**config.mk**
```make
export PLATFORM = sky130hd
export DESIGN_NAME = hvpp_sequencer
export DESIGN_NICKNAME = d
export VERILOG_FILES = /design/src/rtl/hvpp_sequencer.sv
export SDC_FILE = /design/constraint.sdc
export NUM_CORES = 1
export LEC_CHECK = 0
export ABC_CLOCK_PERIOD_IN_PS = 2750
export CELL_PAD_IN_SITES_DETAIL_PLACEMENT = 1
export CELL_PAD_IN_SITES_GLOBAL_PLACEMENT = 1
export CORE_ASPECT_RATIO = 0.7
export CORE_MARGIN = 4
export CORE_UTILIZATION = 40
export CTS_CLUSTER_DIAMETER = 60
export DETAILED_ROUTE_END_ITERATION = 8
export GPL_TIMING_DRIVEN = 0
export PLACE_DENSITY_LB_ADDON = 0.1
export SKIP_LAST_GASP = 1
export SLEW_MARGIN = 5
export SYNTH_ARGS = -nofsm -noshare
export SYNTH_HDL_FRONTEND = slang
export SYNTH_SLANG_ARGS = --single-unit
```
**constraint.sdc**
```tcl
create_clock -name osc_in -period 2.75 [get_ports osc_in]
set_clock_uncertainty 0.05 [all_clocks]
set_input_delay 0.55 -clock osc_in [delete_from_list [all_inputs] [get_ports osc_in]]
set_output_delay 0.55 -clock osc_in [all_outputs]
set_load 0.03 [all_outputs]
```
**src/rtl/hvpp_sequencer.sv**
```systemverilog
// hvpp_sequencer: per-command high-voltage parallel-programming engine.
// One host command becomes a full selects/data setup, strobe, hold and
// (for WRITE) RDY wait sequence, finished by a one-clock response pulse.
// Cycle index 0 is the accepting edge. Index k is the interval between
// edge k-1 and edge k, so every output is registered on the edge that
// enters the state the output belongs to.
module hvpp_sequencer #(
    parameter int DATA_W       = 8,
    parameter int SETUP_CYC    = 2,
    parameter int PULSE_CYC    = 4,
    parameter int RDY_MASK_CYC = 4,
    parameter int TMO_W        = 24,
    parameter int TIMEOUT_CYC  = 240000
) (
    input  logic              osc_in,
    input  logic              rst_n,
    input  logic              cmd_valid,
    output logic              cmd_ready,
    input  logic [2:0]        cmd_op,
    input  logic [1:0]        cmd_bs,
    input  logic [DATA_W-1:0] cmd_data,
    output logic              rsp_valid,
    output logic [DATA_W-1:0] rsp_data,
    output logic              rsp_err,
    output logic              busy,
    output logic              dut_xtal,
    output logic              dut_pagel,
    output logic              dut_wr_n,
    output logic              dut_oe_n,
    output logic              dut_xa0,
    output logic              dut_xa1,
    output logic              dut_bs1,
    output logic              dut_bs2,
    output logic [DATA_W-1:0] dut_dout,
    output logic              dut_doe,
    input  logic [DATA_W-1:0] dut_din,
    input  logic              dut_rdy
);

    localparam logic [2:0] OP_LOAD_CMD  = 3'd0;
    localparam logic [2:0] OP_LOAD_ADDR = 3'd1;
    localparam logic [2:0] OP_LOAD_DATA = 3'd2;
    localparam logic [2:0] OP_PAGEL     = 3'd3;
    localparam logic [2:0] OP_WRITE     = 3'd4;
    localparam logic [2:0] OP_READ      = 3'd5;

    // Terminal counts: a phase of N clocks ends on the edge where cnt == N-1.
    localparam logic [TMO_W-1:0] SETUP_LAST = TMO_W'(SETUP_CYC - 1);
    localparam logic [TMO_W-1:0] PULSE_LAST = TMO_W'(PULSE_CYC - 1);
    localparam logic [TMO_W-1:0] MASK_LAST  = TMO_W'(RDY_MASK_CYC - 1);
    localparam logic [TMO_W-1:0] TMO_LAST   = TMO_W'(TIMEOUT_CYC - 1);
    localparam logic [TMO_W-1:0] CNT_ONE    = {{(TMO_W-1){1'b0}}, 1'b1};

    typedef enum logic [2:0] {
        ST_IDLE     = 3'd0,
        ST_SETUP    = 3'd1,
        ST_PULSE    = 3'd2,
        ST_HOLD     = 3'd3,
        ST_RDY_MASK = 3'd4,
        ST_WAIT_RDY = 3'd5,
        ST_DONE     = 3'd6
    } state_t;

    state_t           state_r;
    logic [2:0]       op_r;
    logic [TMO_W-1:0] cnt_r;
    logic             rdy_s1_r;
    logic             rdy_s2_r;

    // Ops 6 and 7 are reserved and complete immediately with an error.
    function automatic logic is_reserved(input logic [2:0] op);
        return (op > OP_READ);
    endfunction

    // Bring the asynchronous RDY/BSY pin into the clock domain (2 flops).
    always_ff @(posedge osc_in or negedge rst_n) begin
        if (!rst_n) begin
            rdy_s1_r <= 1'b0;
            rdy_s2_r <= 1'b0;
        end else begin
            rdy_s1_r <= dut_rdy;
            rdy_s2_r <= rdy_s1_r;
        end
    end

    // Command sequencer: state, phase counter and all registered pin/response outputs.
    always_ff @(posedge osc_in or negedge rst_n) begin
        if (!rst_n) begin
            state_r   <= ST_IDLE;
            op_r      <= 3'd0;
            cnt_r     <= '0;
            cmd_ready <= 1'b1;
            busy      <= 1'b0;
            rsp_valid <= 1'b0;
            rsp_data  <= '0;
            rsp_err   <= 1'b0;
            dut_xtal  <= 1'b0;
            dut_pagel <= 1'b0;
            dut_wr_n  <= 1'b1;
            dut_oe_n  <= 1'b1;
            dut_xa0   <= 1'b0;
            dut_xa1   <= 1'b0;
            dut_bs1   <= 1'b0;
            dut_bs2   <= 1'b0;
            dut_dout  <= '0;
            dut_doe   <= 1'b0;
        end else begin
            rsp_valid <= 1'b0;
            case (state_r)
                ST_IDLE: begin
                    if (cmd_valid) begin
                        op_r      <= cmd_op;
                        cnt_r     <= '0;
                        rsp_data  <= '0;
                        busy      <= 1'b1;
                        cmd_ready <= 1'b0;
                        if (is_reserved(cmd_op)) begin
                            // No pin activity at all; answer on the next edge.
                            state_r   <= ST_DONE;
                            rsp_valid <= 1'b1;
                            rsp_err   <= 1'b1;
                        end else begin
                            state_r <= ST_SETUP;
                            rsp_err <= 1'b0;
                            {dut_bs2, dut_bs1} <= cmd_bs;
                            case (cmd_op)
                                OP_LOAD_CMD: begin
                                    {dut_xa1, dut_xa0} <= 2'b10;
                                    dut_dout <= cmd_data;
                                    dut_doe  <= 1'b1;
                                end
                                OP_LOAD_ADDR: begin
                                    {dut_xa1, dut_xa0} <= 2'b00;
                                    dut_dout <= cmd_data;
                                    dut_doe  <= 1'b1;
                                end
                                OP_LOAD_DATA: begin
                                    {dut_xa1, dut_xa0} <= 2'b01;
                                    dut_dout <= cmd_data;
                                    dut_doe  <= 1'b1;
                                end
                                OP_READ: begin
                                    // Release the bus before OE can enable the DUT driver.
                                    dut_doe <= 1'b0;
                                end
                                default: begin
                                    // PAGEL and WRITE keep the previous selects and data.
                                end
                            endcase
                        end
                    end
                end
                ST_SETUP: begin
                    if (cnt_r == SETUP_LAST) begin
                        cnt_r   <= '0;
                        state_r <= ST_PULSE;
                        case (op_r)
                            OP_LOAD_CMD, OP_LOAD_ADDR, OP_LOAD_DATA: dut_xtal  <= 1'b1;
                            OP_PAGEL: dut_pagel <= 1'b1;
                            OP_WRITE: dut_wr_n  <= 1'b0;
                            OP_READ:  dut_oe_n  <= 1'b0;
                            default: begin
                            end
                        endcase
                    end else begin
                        cnt_r <= cnt_r + CNT_ONE;
                    end
                end
                ST_PULSE: begin
                    if (cnt_r == PULSE_LAST) begin
                        cnt_r     <= '0;
                        state_r   <= ST_HOLD;
                        dut_xtal  <= 1'b0;
                        dut_pagel <= 1'b0;
                        dut_wr_n  <= 1'b1;
                        dut_oe_n  <= 1'b1;
                        // Sample on the last OE-low clock, data is settled by now.
                        if (op_r == OP_READ) begin
                            rsp_data <= dut_din;
                        end
                    end else begin
                        cnt_r <= cnt_r + CNT_ONE;
                    end
                end
                ST_HOLD: begin
                    cnt_r <= '0;
                    if (op_r == OP_WRITE) begin
                        if (RDY_MASK_CYC > 0) begin
                            state_r <= ST_RDY_MASK;
                        end else begin
                            state_r <= ST_WAIT_RDY;
                        end
                    end else begin
                        state_r   <= ST_DONE;
                        rsp_valid <= 1'b1;
                    end
                end
                ST_RDY_MASK: begin
                    // The DUT needs a few clocks to pull RDY low after WR; ignore it here.
                    if (cnt_r == MASK_LAST) begin
                        cnt_r   <= '0;
                        state_r <= ST_WAIT_RDY;
                    end else begin
                        cnt_r <= cnt_r + CNT_ONE;
                    end
                end
                ST_WAIT_RDY: begin
                    if (rdy_s2_r) begin
                        state_r   <= ST_DONE;
                        rsp_valid <= 1'b1;
                    end else if (cnt_r == TMO_LAST) begin
                        state_r   <= ST_DONE;
                        rsp_valid <= 1'b1;
                        rsp_err   <= 1'b1;
                    end else begin
                        cnt_r <= cnt_r + CNT_ONE;
                    end
                end
                ST_DONE: begin
                    state_r   <= ST_IDLE;
                    busy      <= 1'b0;
                    cmd_ready <= 1'b1;
                end
                default: begin
                    // Unreachable encoding: return to a safe idle with strobes released.
                    state_r   <= ST_IDLE;
                    busy      <= 1'b0;
                    cmd_ready <= 1'b1;
                    dut_xtal  <= 1'b0;
                    dut_pagel <= 1'b0;
                    dut_wr_n  <= 1'b1;
                    dut_oe_n  <= 1'b1;
                end
            endcase
        end
    end

endmodule
```
==> results.txt, run 1 <==
54 I/O pins were placed. For the number of global-route vias before repair, the log shows 2944. The repair_antennas step left the layout with diodes totalling 0. At the end of routability-driven placement, the weighted congestion stood at 0.8083. Global routing finished with a remaining overflow of 0. The synthesized design contains 0 enable-type register cells. Compared with the post-synthesis result, the final layout area differs by 28.39%. The first-pass GRT wire length was 15.41 mm; the internal power was 2.675 mW. Clock tree synthesis inserted a total of 9 buffers. Counting every net in the synthesized netlist gives 362. After detailed placement, the total cell area comes to 3804 µm². The share of synthesized flip-flops with an asynchronous set or reset works out to 1.000. By area, the combinational part of the netlist is dominated by simple AND/OR/NAND/NOR gates.

The clock network latency to the later pin of the worst-skew pair is 0.33 ns. The type of the worst setup path was reg2reg. The tools report the number of nets with antenna violations after detailed routing as 0. TritonCTS built the clock tree. The element type at the critical path end was a flop. Along the worst path, the maximum fanout reaches 10. The tools report the standby leakage power as 1.703 nW.

The number of failing hold endpoints at the final stage was 0. In the post-route analysis, the smallest setup slack over all paths is 0.2856 ns. For the pin with the worst max-slew slack, the measured transition is 0.7952 ns.

The detailed-route wire length per cell came out at 18.37 µm. STA classifies the critical path startpoint as a flop. The run gives 0 as the number of violations of the max-capacitance limit. Entering global routing, the biggest net connects 62 pins. The run gives 4074 µm² as the final non-filler cell area. The via total after detailed routing was 2842. The number of buffers on the longest clock path was 2. The post-placement setup slack came out at 0.003028 ns.

Setup repair after global routing left no endpoint under its margin. The longest individual stage delay on the worst path was 0.45 ns; the area of the core region was 7515 µm². The tools report the post-CTS setup buffer count as 0.

The post-synthesis share of cell area spent on xor and xnor gates was 0; the max-slew violation total from the final report was 0. The run gives 424 as the count of nets after finishing. Data arrives at the worst endpoint at 2.63 ns. At the worst endpoint, the required time is 2.92 ns.

The wire-length estimate of the detail-placed layout is 6.369 mm. Each instance of the synthesized netlist takes up on average 9.472 µm². The sequential share of the synthesized area is 0.4823. The logs give 0.220 for the fraction of power consumed by the clock network and 26 for the row count. The logs give 9.183 mm for the total wirelength of the detailed-routed design and 0.283 for the sequential fraction of design power. The setup slack on the worst flop-to-flop path came out at 0.29 ns.

The peak supply drop was 497.6 µV. The tools report the final setup violation count as 0. The sink count of the clock tree was 61.

The largest individual stage delay along the critical path comes from the cell sky130_fd_sc_hd__dfrtp_1. The switching fraction of total power came out at 0.4221. The run gives 0.2114 as the global router's overall resource usage.

The count of state elements after synthesis came out at 61. The tools report the filler cell count in the final layout as 860. The effective utilization at floorplan was 0.4222; the clock period minus final worst setup slack was 2.464 ns. The post-route clock period utilization works out to 0.8962. For this run, design rule violations remaining after detail routing come to 0.

The share of total power in combinational logic was 0.497. Power spread over the standard cell area amounts to 1136 nW/µm². After detailed routing, the number of vias per cell comes to 5.684.

The flow ran to the end, and the final reports show no timing, DRC or antenna violations. The tools report the relative slew slack as 0.4699. The area share of and/or/nand/nor cells after synthesis is 0.2366.

In the layout the commonest cells are 58 x sky130_fd_sc_hd__dfrtp_1, 57 x sky130_fd_sc_hd__nand2_1, 50 x sky130_fd_sc_hd__clkdlybuf4s50_1. The first detailed-routing pass took 4 iterations. Leaving out fill and tap cells, the most frequent cell in the layout is sky130_fd_sc_hd__dfrtp_1. The mux share of post-synthesis cell area is 0.03864, and the number of distinct library cell variants in the gate-level netlist after synthesis is 56.

The tools report the achievable frequency as 0.4058 GHz. Adder and majority cell fraction of the synthesized area: 0.007886. For the number of antenna violations at the first check in global routing, the log shows 0.

The cts-stage hold buffer count came out at 0. The vertical die dimension was 82.52 µm; the share of post-route cells with drive strength above 1 was 0.1244. The die is 114.5 µm wide.

The gate count after technology mapping came out at 335. The H-tree was split into 3 levels. The count of buffers inserted at the top-level ports was 51; the initial DRC count was 135.

In this run the critical register-to-register path is captured at cnt_r[13]$_DFFE_PN0P_. The switching power of the nets is 1.954 mW. Clock-pin slew was measured on the worst setup and hold paths at 0.05 ns. The Yosys step of the flow raised 0 warnings.

The area of the die came out at 9444 µm². In the synthesized netlist the dominant register cell turns out to be sky130_fd_sc_hd__dfrtp_1. In this run the worst hold path is classified as in2async.

In this run the worst setup path begins at cnt_r[0]$_DFFE_PN0P_. The critical register-to-register path startpoint is cnt_r[0]$_DFFE_PN0P_. Counting cells, the worst reg-to-reg path comes to 9. The post-synthesis compound-gate area fraction works out to 0.1936. The synthesized netlist occupies a cell area of 3173 µm². Traced cell by cell, the critical path runs through ha_2 -> nand3_2 -> nor4_4 -> a21oi_1 -> o21ai_1 -> clkbuf_4 -> nor2_2 -> buf_6 -> a22o_1. The tools report the clock tree root driver cell as sky130_fd_sc_hd__clkbuf_16.
cells in the mapped netlist, types with 3 or more instances:
cell | number | share of area
sky130_fd_sc_hd__dfrtp_1 | 58 | 0.46
sky130_fd_sc_hd__nand2_1 | 57 | 0.067
sky130_fd_sc_hd__o21ai_0 | 28 | 0.044
sky130_fd_sc_hd__nor2_1 | 19 | 0.022
sky130_fd_sc_hd__nor3_1 | 16 | 0.025
sky130_fd_sc_hd__a22o_1 | 15 | 0.041
sky130_fd_sc_hd__mux2_2 | 10 | 0.035
sky130_fd_sc_hd__nand3_1 | 9 | 0.014
sky130_fd_sc_hd__clkbuf_1 | 8 | 0.0095
sky130_fd_sc_hd__nor4_1 | 8 | 0.016
sky130_fd_sc_hd__buf_2 | 7 | 0.011
sky130_fd_sc_hd__inv_1 | 7 | 0.0083
sky130_fd_sc_hd__a21oi_1 | 6 | 0.0095
sky130_fd_sc_hd__a2bb2oi_1 | 6 | 0.017
sky130_fd_sc_hd__and3_1 | 6 | 0.012
sky130_fd_sc_hd__nor2b_1 | 6 | 0.012
sky130_fd_sc_hd__o21ai_1 | 6 | 0.0095
sky130_fd_sc_hd__nand2b_1 | 4 | 0.0079
sky130_fd_sc_hd__o31ai_1 | 4 | 0.0095
sky130_fd_sc_hd__a31oi_1 | 3 | 0.0059
sky130_fd_sc_hd__buf_6 | 3 | 0.011
sky130_fd_sc_hd__dfstp_2 | 3 | 0.025
sky130_fd_sc_hd__nand3b_1 | 3 | 0.0071
sky130_fd_sc_hd__nand4_1 | 3 | 0.0059
sky130_fd_sc_hd__o21a_1 | 3 | 0.0071
sky130_fd_sc_hd__o22ai_1 | 3 | 0.0059
layer usage:
layer,track usage,share of wire
met1,0.2971,0.48
met2,0.3113,0.43
met3,0.07502,0.082
met4,0.05219,0.0089
met5,0,0
flip-flops by register name, summed over array words and instances (netlist names), 3 cells and up:
name      cells
cnt_r        24
dut_dout      8
rsp_data      8
op_r          3
state_r       3
critical path: cells and delay by family (launching register included):
family,cells,cell delay (ns)
flip-flops,1,0.45
buffers and inverters,2,0.43
adder cells (fa/ha/maj),1,0.30
AND/OR/NAND/NOR,3,0.56
AO/OA/AOI/OAI,3,0.55
power by group through the flow:
stage,combinational (mW),clock (mW),sequential (mW)
2_1_floorplan,1.13,0,1.65
3_3_place_gp,2.23,0,1.30
3_5_place_dp,2.27,0,1.32
4_1_cts,2.30,1.04,1.31
5_1_grt,2.49,1.09,1.34
6_report,2.30,1.02,1.31
through the flow:
step                utilization  power, mW  hold slack [ns]  std cells  TNS, ns
CTS                      0.5413      4.652           0.2844        500        0
detailed placement       0.5062      3.590           0.2863        484        0
global route             0.5421      4.925           0.3071        500        0
floorplan                     -      2.773           0.2044        335        0
global placement         0.5065      3.532           0.2836        484   -60.12
finish                   0.5421      4.629           0.2504        500        0
layout make-up:
| class | count | area, µm² | area share |
|---|---|---|---|
| clock buffer | 14 | 254.0 | 0.06235 |
| timing repair buffer | 51 | 508.0 | 0.1247 |
| tap | 98 | 122.6 | 0.03010 |
| buffer | 19 | 107.6 | 0.02641 |
| inverter | 7 | 26.28 | 0.006450 |
| clock inverter | 2 | 10.01 | 0.002457 |
| multi-input combinational | 248 | 1515 | 0.3719 |
| sequential | 61 | 1530 | 0.3756 |
cell families after synthesis:
logic type      count (synthesis)
simple gates                  147
compound gates                 88
flops                          61
buf+inv                        26
mux                            11
fa+ha+maj                       2
how the worst max path moves through the flow:
stage	endpoint	slack, ns	cells past startpoint
floorplan	cnt_r[12]$_DFFE_PN0P_	0.57	9
global placement	dut_dout[0]$_DFFE_PN0P_	-1.03	1
detailed placement	dut_dout[0]$_DFFE_PN0P_	0.003	5
CTS	cnt_r[13]$_DFFE_PN0P_	0.01	9
global route	cnt_r[12]$_DFFE_PN0P_	0.10	9
finish	cnt_r[13]$_DFFE_PN0P_	0.29	9
timing repair:
item,4_1_cts,5_1_grt
setup endpoints to repair,0,15
endpoints found under the hold margin,0,0
gates resized for setup,0,4
(Power assumes the default switching activity.)
==> run 2: changes to the inputs <==
- CORE_UTILIZATION: 40 -> 48
- CTS_CLUSTER_SIZE: unset -> 16
- DONT_BUFFER_PORTS: unset -> 1
==> run 2 against run 1 <==
Against the previous run: the flow now finishes with violations (negative hold slack); via count shrank 5.8%; clock power fell by 20%; sequential power up 29%; design area is 14% lower; total power is 12% lower; critical endpoint is now cnt_r[12]$_DFFE_PN0P_; largest cell class unchanged; highest routed layer unchanged.
==> results.txt, run 2 (synthesis gave the netlist of run 1 again) <==
The flow ran to the end, but the final reports show violations. The checks that failed: negative hold slack. The type of the worst setup path was reg2reg. Element type at the critical path end: a flop. The die is 76.03 µm tall. In this run the register-to-register setup slack is 0.14 ns. For the post-placement setup slack, the log shows 0.09170 ns. In the layout the commonest cells are 58 x sky130_fd_sc_hd__dfrtp_1, 57 x sky130_fd_sc_hd__nand2_1, 28 x sky130_fd_sc_hd__o21ai_0.

The first global-routing pass estimated 14.76 mm of wire. For the placed wire-length estimate after detailed placement, the log shows 6.143 mm. Dividing the detail-routed via count by the number of cells gives 6.223. The register containing the most flip-flops in the final layout was cnt_r.

Kind of launch point of the worst setup path: a flop. The worst-case IR drop observed on VDD is 703.2 µV. At the worst endpoint, the required time is 2.94 ns. For the max-slew violation total from the final report, the log shows 0.

The number of global-route vias before repair was 2824. The tools report the filler cell count in the final layout as 720. The startpoint identified for the worst register-to-register timing path is cnt_r[0]$_DFFE_PN0P_. Setup repair after global routing left no endpoint under its margin. At the later pin of the worst-skew pair, clock insertion delay measures 0.34 ns. The die is 105.2 µm wide. The tools report the DRC violation count after routing as 0. The completed layout was analyzed and its total power is 4.076 mW. Summed over all failing endpoints, the final setup total negative slack is 0 ns. The floorplan has 24 rows.

The run gives 0.5571 as the relative slew slack. The share of post-route cells with drive strength above 1 is 0.1506, and the total wirelength of the detailed-routed design is 8.783 mm. The detailed-route wire length per cell is 20.43 µm.

The total power density per cell area is 1163 nW/µm², and the number of top-level pins is 54. The die covers 7996 µm². The path class of the tightest hold or removal check is in2async. The logs give 1 for the number of failing hold endpoints at the final stage and 0 for the remaining global-route overflow. The transition time of the tightest slew-check pin came out at 0.6592 ns. The final design utilization is 0.5560, and the area used by sequential logic in the layout is 1530 µm². For the standby leakage power, the log shows 1.489 nW. In this run the critical register-to-register path is captured at cnt_r[12]$_DFFE_PN0P_. The worst path needs 2.612 ns of the cycle, external delays included. The largest fanout of any net on the critical path was 10. The CTS buffer count is 9. The post-route clock period utilization is 0.9497, and the placer congestion estimate is 0.8722.

TritonCTS built the clock tree. The tools report the effective utilization at floorplan as 0.5032. The sink count of the clock tree was 61. The tools report the data arrival time of the critical path as 2.80 ns. The clock transition at the registers of the reported paths works out to 0.07 ns. Number of antenna diodes: 0.

The core region is 6306 µm². Number of iterations in the first detailed-routing pass: 4. The largest registers in the layout are cnt_r (24), dut_dout (8), rsp_data (8). For the worst flop-to-flop path, the logic depth is 9.

The run gives 62 as the largest net degree at the start of global routing. Relative to the synthesized area, the layout overhead comes to 10.49%. The number of violations of the max-capacitance limit was 0. The most common library cell in the layout ignoring fill and taps was sky130_fd_sc_hd__dfrtp_1. In this run the deepest clock path goes through 2 buffers. The final hold slack came out at -0.0001997 ns.

In the final design database the tool counted 374 nets. The number of antenna violations at the first check in global routing is 0. The H-tree generated during clock tree synthesis spans 3 levels.

The number of flip-flops in the largest register is 24. Final setup violation count: 0. For the global router's overall resource usage, the log shows 0.2321. The tools report the achievable frequency as 0.3829 GHz. The count of buffers inserted at the top-level ports is 0, and the total area of multi-input combinational cells is 1515 µm². The worst path meets setup with 0.1382 ns of slack. The logs give 113 for the initial DRC count and 0 for the number of nets with antenna violations after detailed routing. Clock tree root driver cell: sky130_fd_sc_hd__clkbuf_8. The tools report the via total after detailed routing as 2676.
[run 2: final cells by class]
class | instances | area share
Buffer | 19 | 0.03069
Clock buffer | 11 | 0.04033
Clock inverter | 5 | 0.01713
Inverter | 7 | 0.007495
Multi-Input combinational cell | 248 | 0.4322
Sequential cell | 61 | 0.4365
Tap cell | 78 | 0.02784
Timing Repair Buffer | 1 | 0.007852
[run 2: where the power goes]
part | internal, mW | leakage, nW | total (mW) | switching [mW]
sequential | 1.15 | 0.791 | 1.69 | 0.539
combinational | 0.577 | 0.599 | 1.56 | 0.988
clock | 0.445 | 0.0995 | 0.820 | 0.375
total | 2.17 | 1.49 | 4.08 | 1.90
[run 2: repair_timing]
item | CTS | global route
hold buffers | 1 | 0
gates resized for setup | 0 | 4
hold endpoints to repair | 61 | 0
setup buffers | 0 | 0
endpoints found under the setup margin | 0 | 15
[run 2: how the worst max path moves through the flow]
| stage | start | to | cells past startpoint |
|---|---|---|---|
| floorplan | cnt_r[0]$_DFFE_PN0P_ | cnt_r[12]$_DFFE_PN0P_ | 9 |
| global placement | cnt_r[0]$_DFFE_PN0P_ | cnt_r[23]$_DFFE_PN0P_ | 9 |
| detailed placement | cnt_r[0]$_DFFE_PN0P_ | cnt_r[12]$_DFFE_PN0P_ | 8 |
| CTS | cnt_r[0]$_DFFE_PN0P_ | cnt_r[12]$_DFFE_PN0P_ | 8 |
| global route | cnt_r[0]$_DFFE_PN0P_ | cnt_r[12]$_DFFE_PN0P_ | 9 |
| finish | cnt_r[0]$_DFFE_PN0P_ | cnt_r[12]$_DFFE_PN0P_ | 9 |
[run 2: through the flow]
| step | instances | instance area [µm²] |
|---|---|---|
| after global placement | 413 | 3271 |
| final | 430 | 3506 |
| after floorplan | 335 | 3173 |
| after detailed placement | 413 | 3271 |
| after CTS | 430 | 3500 |
| after global routing | 430 | 3506 |
[run 2: layer usage]
metal | global-route usage | wire length, µm | vias up
met4 | 0.07602 | 153 | 0
met3 | 0.07113 | 750 | 17
met2 | 0.3314 | 3703 | 109
met5 | 0 | 0 | -
met1 | 0.3353 | 4176 | 1309
li1 | - | - | 1241
[run 2: worst max-delay path: stages, from the launching register on]
cell	delay [ns]
sky130_fd_sc_hd__dfrtp_1	0.46
sky130_fd_sc_hd__ha_2	0.30
sky130_fd_sc_hd__nand3_2	0.21
sky130_fd_sc_hd__nor4_4	0.37
sky130_fd_sc_hd__a21oi_1	0.14
sky130_fd_sc_hd__o21ai_1	0.20
sky130_fd_sc_hd__clkbuf_4	0.26
sky130_fd_sc_hd__nor2_2	0.11
sky130_fd_sc_hd__buf_6	0.18
sky130_fd_sc_hd__a22o_1	0.22
